<file path="src/rtl/avst_skid_buffer.sv">
// Two-entry skid buffer: a main (output) register plus one skid register.
// in_ready is registered and means "skid register empty", so upstream only
// sees backpressure after the main register stalls while holding data.
module avst_skid_buffer #(
    parameter int W = 8
) (
    input  logic         clk,
    input  logic         reset,
    input  logic         in_valid,
    output logic         in_ready,
    input  logic [W-1:0] in_payload,
    output logic         out_valid,
    input  logic         out_ready,
    output logic [W-1:0] out_payload
);

    logic         skid_valid;
    logic [W-1:0] skid_payload;

    // Main/skid register transfer and registered ready.
    always_ff @(posedge clk) begin
        if (reset) begin
            out_valid    <= 1'b0;
            out_payload  <= '0;
            skid_valid   <= 1'b0;
            skid_payload <= '0;
            in_ready     <= 1'b0;
        end else if (skid_valid) begin
            if (out_ready) begin
                out_payload <= skid_payload;
                skid_valid  <= 1'b0;
                in_ready    <= 1'b1;
            end
        end else if (in_valid && in_ready) begin
            if (out_valid && !out_ready) begin
                skid_payload <= in_payload;
                skid_valid   <= 1'b1;
                in_ready     <= 1'b0;
            end else begin
                out_payload <= in_payload;
                out_valid   <= 1'b1;
                in_ready    <= 1'b1;
            end
        end else begin
            if (out_ready) begin
                out_valid <= 1'b0;
            end
            in_ready <= 1'b1;
        end
    end

endmodule

</file>
<file path="config.mk">
export PLATFORM = sky130hd
export DESIGN_NAME = avst_skid_buffer
export DESIGN_NICKNAME = d
export VERILOG_FILES = /design/src/rtl/avst_skid_buffer.sv
export SDC_FILE = /design/constraint.sdc
export NUM_CORES = 1
export LEC_CHECK = 0
export CAP_MARGIN = 30
export CORE_UTILIZATION = 47
export DETAILED_ROUTE_END_ITERATION = 10
export GPL_TIMING_DRIVEN = 1
export PLACE_DENSITY = 0.78
export SLEW_MARGIN = 20
export SYNTH_ARGS = -nofsm -noshare
export SYNTH_HDL_FRONTEND = slang
export SYNTH_SLANG_ARGS = --single-unit
</file>
<file path="constraint.sdc">
create_clock -name clk -period 1.5 [get_ports clk]
set_clock_uncertainty 0.1 [all_clocks]
set_input_delay 0.15 -clock clk [delete_from_list [all_inputs] [get_ports clk]]
set_output_delay 0.15 -clock clk [all_outputs]
set_load 0.02 [all_outputs]
</file>
==> Yosys cells after proc, flatten, opt, wreduce, memory -nomap -nowiden <==
Cells that the tools add are included.
{ "classes": {"div": 0, "reduce_logical": 8, "mul": 0, "mux": 15, "shifts": 0, "eq_ne": 3, "magnitude_cmp": 0, "addsub": 0, "n_bitwise": 1} }
{ "ops": {"columns": ["op", "n"], "rows": [
  ["8-bit two-way mux", 4],
  ["1-bit two-way mux", 11],
  ["3-bit AND reduction", 3],
  ["2-bit inequality test, second input constant", 3],
  ["2-bit nonzero test", 2],
  ["1-bit logical AND", 2],
  ["1-bit logical NOT", 1],
  ["1-bit inverter", 1]
]} }
{ "word_totals": {"ramBits": 0, "romBits": 0, "latchBits": 0, "memories": 0, "inputBits": 12, "register_bits": 19} }

==> Logic depth before layout (Yosys ltp) <==
{ "depth": {"ltp_word": 5, "ltp_mapped": 6, "mapped_depth_nobuf": 3} }

==> Worst setup path before layout <==
Ideal clock, no wire load.
{ "synth_path": {"path_kind": "register to register", "from": "reg in_ready", "to": "reg skid_payload[0]", "synth_period_minus_slack_ps": 1356, "setup_time_ps": 72, "n_path_buf": 1, "stages_incl_launch_ff": 5, "setup_slack_ps": 144, "arrival_time_ps": 1185, "path_cell_list": "dfxtp_1 nand2_1 nor4b_1 buf_4 mux2i_1"} }
{ "synth_via": {"elab_chain_cells": 2} }
{ "synth_lines": {"columns": ["item", "line_no", "rtl"], "rows": [
  ["start: declaration", "10", "output logic in_ready,"],
  ["start signal: assignment", "27", "in_ready <= 1'b0;"],
  ["start signal: assignment", "32", "in_ready <= 1'b1;"],
  ["start signal: assignment", "38", "in_ready <= 1'b0;"],
  ["1-bit logical AND", "34", "end else if (in_valid && in_ready) begin"],
  ["3-bit AND reduction (no source line)", null, null],
  ["end signal: assignment", "36", "skid_payload <= in_payload;"],
  ["end: declaration", "18", "logic [W-1:0] skid_payload;"]
]} }
No other way between the ends.
A chain may end at the register's enable or synchronous reset.

==> Final worst setup path <==
{ "layout_path": {"from": "reg in_ready", "to": "reg skid_payload[5]"} }
Same word-level chain as after synthesis.

==> run_results.csv <==
group,metric,value,unit
detailed_routing,postRouteAntennaNets,0,
detailed_routing,vias,705,
outcome,status,"finished, final reports clean",
floorplanning,die_area,0.00213,mm2
power_and_ir_drop,powerDensity,814,mW/mm2
detailed_routing,drt_iter0_drc,8,
critical_path,path_class,"reg -> reg",
yosys,yosysTopAreaCell,"dfxtp_1",
power_and_ir_drop,vdd_drop_max,0.605,mV
placed_design,post-dp-hpwl,1260,um
timing,period_minus_slack,1350,ps
global_routing,grt_pass1_vias,637,
yosys,ys_warn_count,0,
global_routing,grt_util_all_layers,19.0,%
timing,slew_headroom,80.3,%
detailed_routing,via_per_inst,5.11,
yosys,syn-num-nets,98,
detailed_routing,route.detailed.drc,0,
global_routing,grt_max_degree,28,
critical_path,end_kind,"flop",
timing,tns,0,ps
placed_design,port_buffers,21,
clock_tree,cts.htree.levels,1,
global_routing,grt_first_pass_wirelength,2790,um
clock_tree,cts_num_sinks,19,
clock_tree,cts_root_buf,"clkbuf_4",
detailed_routing,top_layer_used,"met4",
clock_tree,clkLatencyLatePin,300,ps
placed_design,placedCellCount,134,
clock_tree,cts_setup_buffers,0,
floorplanning,num_rows,15,
yosys,ys_seq_area_share,41.5,%
timing,drv_slew,0,
critical_path,cp.arrival,1480,ps
global_routing,grt-ovfl-total,0,
yosys,yosysTopAreaCellShare,41.5,%
timing,post-route-period-util,89.9,%
critical_path,slowest_stage,"dfxtp_1",
critical_path,cp_slowest_stage_delay,390,ps
final_layout,final_nets,126,
placed_design,gp_congestion,0.715,
floorplanning,pin_count,22,
detailed_routing,wl_per_cell,12.2,um
critical_path,cp_cell_sequence,"nand2_1 > nor4b_2 > buf_4 > mux2i_1",
floorplanning,initial_core_util,51.4,%
yosys,synth_cell_types,21,
detailed_routing,dr_wl_met2,778,um
final_layout,diodes,0,
detailed_routing,dr.pass1.iters,4,
critical_path,worstPathRequired,1630,ps
yosys,ys_ff_latch,19,
clock_tree,clk_pin_slew_worst_paths,100,ps
yosys,synth.top_cells.by_area,"dfxtp_1 42%, mux2i_1 17%, nand2b_1 12%",
flow_run,cap_violations,0,
yosys,avgSynthCellArea,10.6,um2
critical_path,start_kind,"flop",
yosys,synth_cells,86,
timing,hold_viol_final,0,
detailed_routing,wl_met3,79,um
final_layout,fin_cells,138,
yosys,synthesis.area,916,um2
clock_tree,cts_buffers,3,
timing,setup_viol,0,
power_and_ir_drop,power_leakage,0.471,nW
worst_hold_path,worstHoldPathType,"in -> reg",
timing,tightest_slew,295,ps
critical_path,critPathMaxFanout,8,
floorplanning,die_y,46.1,um
clock_tree,cts.path.max_buffers,2,
final_layout,layout_commonest_cell,"dfxtp_1",
floorplanning,die_w,46.1,um
global_routing,antenna_found_initial,0,
clock_tree,cts_tree,"done",
final_layout,most-common-layout-cells,"19 x dfxtp_1, 17 x nand2b_1, 16 x mux2i_1",
detailed_routing,wl_met1,799,um
timing,rsz0062_at_grt,"no",
final_layout,drive_gt1_share,21.2,%
final_layout,syn2layout_area_growth,32.4,%
timing,fmax,742,MHz
detailed_routing,wirelength,1690,um
floorplanning,core-area,0.00178,mm2
routing by layer:
metal,vias to the layer above,GRT usage (%)
met5,-,0
met4,0,8.82
met3,4,6.27
met2,14,29.9
met1,325,23.2
li1,362,-
critical path: cells and delay by family, from the launching register on:
kind	cells	cell delay (ps)
AND/OR/NAND/NOR	2	360
flip-flops	1	390
buffers and inverters	1	240
multiplexers	1	190
state kept, by name, indices dropped and copies added (netlist names):
| name | flops |
|---|---|
| skid_valid | 1 |
| out_payload | 8 |
| out_valid | 1 |
| in_ready | 1 |
| skid_payload | 8 |
through the flow:
step           setup slack (ps)  hold slack, ps  power [W]  instance area (um2)  util [%]
2_1_floorplan               144             205   0.000664                  916         -
3_3_place_gp              -28.9             361   0.000755                 1190      67.0
3_5_place_dp              -92.2             366   0.000757                 1190      67.0
4_1_cts                   0.331             341    0.00100                 1210      67.9
5_1_grt                    30.5             359    0.00104                 1210      68.0
6_report                    152             347   0.000986                 1210      68.0
power breakdown:
| group | switching (W) | internal [W] | leakage, nW |
|---|---|---|---|
| clock | 0.000151 | 0.000104 | 0.0150 |
| sequential | 0.0000122 | 0.000526 | 0.155 |
| combinational | 0.0000929 | 0.000101 | 0.301 |
| total | 0.000256 | 0.000730 | 0.471 |
Yosys cell counts, drive strengths merged:
master / number
inv: 1
o21bai: 1
o21ba: 1
buf: 5
dfxtp: 19
nor4b: 1
nor2: 1
clkbuf: 2
a21o: 1
and2: 1
a2bb2oi: 1
nand2b: 17
a211oi: 9
a21oi: 8
nor2b: 1
mux2i: 16
nand2: 1
timing repair:
item                       CTS  global route
setup endpoints to repair    9             1
hold buffers                 0             0
resized for setup            9             1
cell families (layout without fill, tap and decap cells):
logic type | Yosys count | in the layout | share of synthesized area [%]
compound gates | 21 | 21 | 20.2
buf+inv | 8 | 35 | 5.74
flops | 19 | 19 | 41.5
mux | 16 | 16 | 17.5
simple gates | 22 | 22 | 15.0
worst paths after layout:
kind                                       from         endpoint  slack, ps  cells past startpoint
worst min-delay path              in_payload[7]  skid_payload[7]        350                      3
worst min register to register  skid_payload[7]  skid_payload[7]        380                      2
worst max-delay path                   in_ready  skid_payload[5]        150                      4
worst max register to register         in_ready  skid_payload[5]        150                      4
cell type report:
| class | count | area [um2] |
|---|---|---|
| clock buffer | 4 | 26.3 |
| fill | 141 | 571 |
| inverter | 1 | 3.75 |
| multi-input combinational | 59 | 489 |
| sequential | 19 | 380 |
| tap | 25 | 31.3 |
| timing repair buffer | 30 | 282 |
No activity file was read; power rests on OpenSTA's default activity.
==> RTL change: new RTL, config.mk and constraints unchanged <==
Change the parameter `W` from 8 to 6.
--- a/src/rtl/avst_skid_buffer.sv
+++ b/src/rtl/avst_skid_buffer.sv
@@ -2,7 +2,7 @@
 // in_ready is registered and means "skid register empty", so upstream only
 // sees backpressure after the main register stalls while holding data.
 module avst_skid_buffer #(
-    parameter int W = 8
+    parameter int W = 6
 ) (
     input  logic         clk,
     input  logic         reset,
Ports: changed (resized in_payload and out_payload); port bits go from 22 to 18. The function was not compared with the original's and may differ.
==> RTL change against the unedited design <==
  * Hold slack improved by 13 ps
  * Area after synthesis down 22%
  * Total power down 20%
  * Sequential cell count decreased by 4
  * Design area decreased by 24%
  * Die area fell by 21%
  * Setup slack got worse by 29 ps
  * Combinational power shrank 29%
  * Wire length down 26%
  * Critical path type unchanged
==> RTL change: results (changes against the unedited design) <==
[global_route]
track_usage_pct=17.5  ; -1.5 points
first_global_vias=433  ; -32%
grt_pass1_wl_um=1830  ; -35%
grt_max_degree=22  ; -21%

[power_and_ir_drop]
p_leak_uw=0.000411  ; -13%
max-vdd-ir-drop_mv=0.657  ; +8.5%

[cells_and_area]
drive_above_1_share_pct=11.6  ; -9.6 points
fill_cells=119  ; -16%
top_regs=out_payload x6, skid_payload x6

[placed_design]
detailed_place_hpwl_um=905  ; -28%
place_inst=97  ; -28%
port_buffers=17  ; -19%
gp_congestion=0.714  ; -0.13%

[critical_path]
path_max_fanout=12  ; +4
reg2reg_slack_ps=120  ; -30 ps
cp.arrival_ps=1460  ; -20 ps
rr_endpoint=out_payload[3]$_SDFFE_PP0P_
max_stage_delay_ps=390  ; about the same
crit_start=skid_valid$_SDFF_PP0_
ff2ff_path_depth=3  ; -1

[timing]
slew_headroom_pct=70.7  ; -9.6 points
max_freq_ghz=0.726  ; -2.1%

[route]
wl_um=1260  ; -26%
via_per_inst=5.38  ; +5.2%

[synth]
yosys-top-cells-area=dfxtp_1 (42%), mux2i_1 (17%), nand2b_1 (11%)
ys_seq_area_share_pct=41.9  ; +0.35 points
synth_cell_types=18  ; -14%
synth.net_count=78  ; -20%
syn_inst=68  ; -21%
yosysWarnings=0  ; unchanged
yosys-top-cells-count=dfxtp_1 (15), nand2b_1 (13), mux2i_1 (12)

[cts]
clock_latency_ps=280  ; -20 ps
htree_levels=1  ; unchanged

[outcome]
status=finished, final reports clean

-- RTL change: cell count changes after synthesis, moves of 2 or more --
cell | unedited run | this run
a211oi_2 | 8 | 0
a311oi_1 | 0 | 6
dfxtp_1 | 19 | 15
mux2i_1 | 16 | 12
nand2b_1 | 17 | 13
a21oi_1 | 8 | 6
-- RTL change: repair_timing --
action | CTS | global route
hold buffers | 0 | 0
resized for setup | 3 | 6
pin swaps | 0 | 0
endpoints found under the setup margin | 3 | 8
-- RTL change: layout make-up --
| cell class | instances | area (um2) | share of cell area, % |
|---|---|---|---|
| flip-flops and latches | 15 | 300 | 32.7 |
| multi-input cells | 46 | 368 | 40.0 |
| well taps | 15 | 18.8 | 2.04 |
| repair buffers | 20 | 201 | 21.9 |
| clock buffers | 3 | 22.5 | 2.45 |
| inverters | 1 | 3.75 | 0.408 |
| clock inverters | 1 | 5.00 | 0.544 |
-- RTL change: worst min path at each step --
stage	start	end	slack [ps]	cells after the start
finish	in_payload[3]	skid_payload[3]$_SDFFE_PP0P_	360	3
global route	in_payload[4]	skid_payload[4]$_SDFFE_PP0P_	360	3
CTS	in_payload[3]	skid_payload[3]$_SDFFE_PP0P_	360	3
detailed placement	skid_payload[5]$_SDFFE_PP0P_	skid_payload[5]$_SDFFE_PP0P_	370	2
global placement	skid_payload[1]$_SDFFE_PP0P_	skid_payload[1]$_SDFFE_PP0P_	360	2
floorplan	in_payload[0]	skid_payload[0]$_SDFFE_PP0P_	200	2
-- RTL change: layer usage --
metal,vias to the layer above,track usage (%),share of wire [%]
met3,2,9.78,6.0
met2,14,25.0,45
met4,0,5.00,0.48
met5,-,0,0
li1,279,-,-
met1,248,22.1,48
-- RTL change: through the flow --
| stage | setup TNS, ps | total power, uW | instance area (um2) | hold slack, ps |
|---|---|---|---|---|
| after floorplan | 0 | 513 | 717 | 205 |
| after global placement | -107 | 574 | 882 | 358 |
| after detailed placement | -416 | 577 | 882 | 368 |
| after CTS | 0 | 800 | 906 | 357 |
| after global routing | 0 | 828 | 920 | 359 |
| final | 0 | 787 | 920 | 360 |
-- RTL change: report_power, final --
group / total (uW) / internal (uW) / leakage [uW] / switching (uW)
registers: 425 / 415 / 0.000123 / 9.97
clock network: 225 / 99.1 / 0.0000177 / 126
logic: 137 / 72.0 / 0.000270 / 64.6
-- RTL change: kinds of logic (layout without fill, tap and decap cells) --
group | after synthesis | after routing | share of synthesized area (%)
buffers and inverters | 7 | 25 | 6.98
multiplexers | 12 | 12 | 16.8
AND/OR/NAND/NOR | 17 | 17 | 16.6
flip-flops | 15 | 15 | 41.9
AO/OA/AOI/OAI | 17 | 17 | 17.8
-- RTL change: critical path: cells and delay by family (launching register included) --
family / cells / cell delay [ps]
AOI/OAI and AO/OA: 3 / 780
DFF: 1 / 390
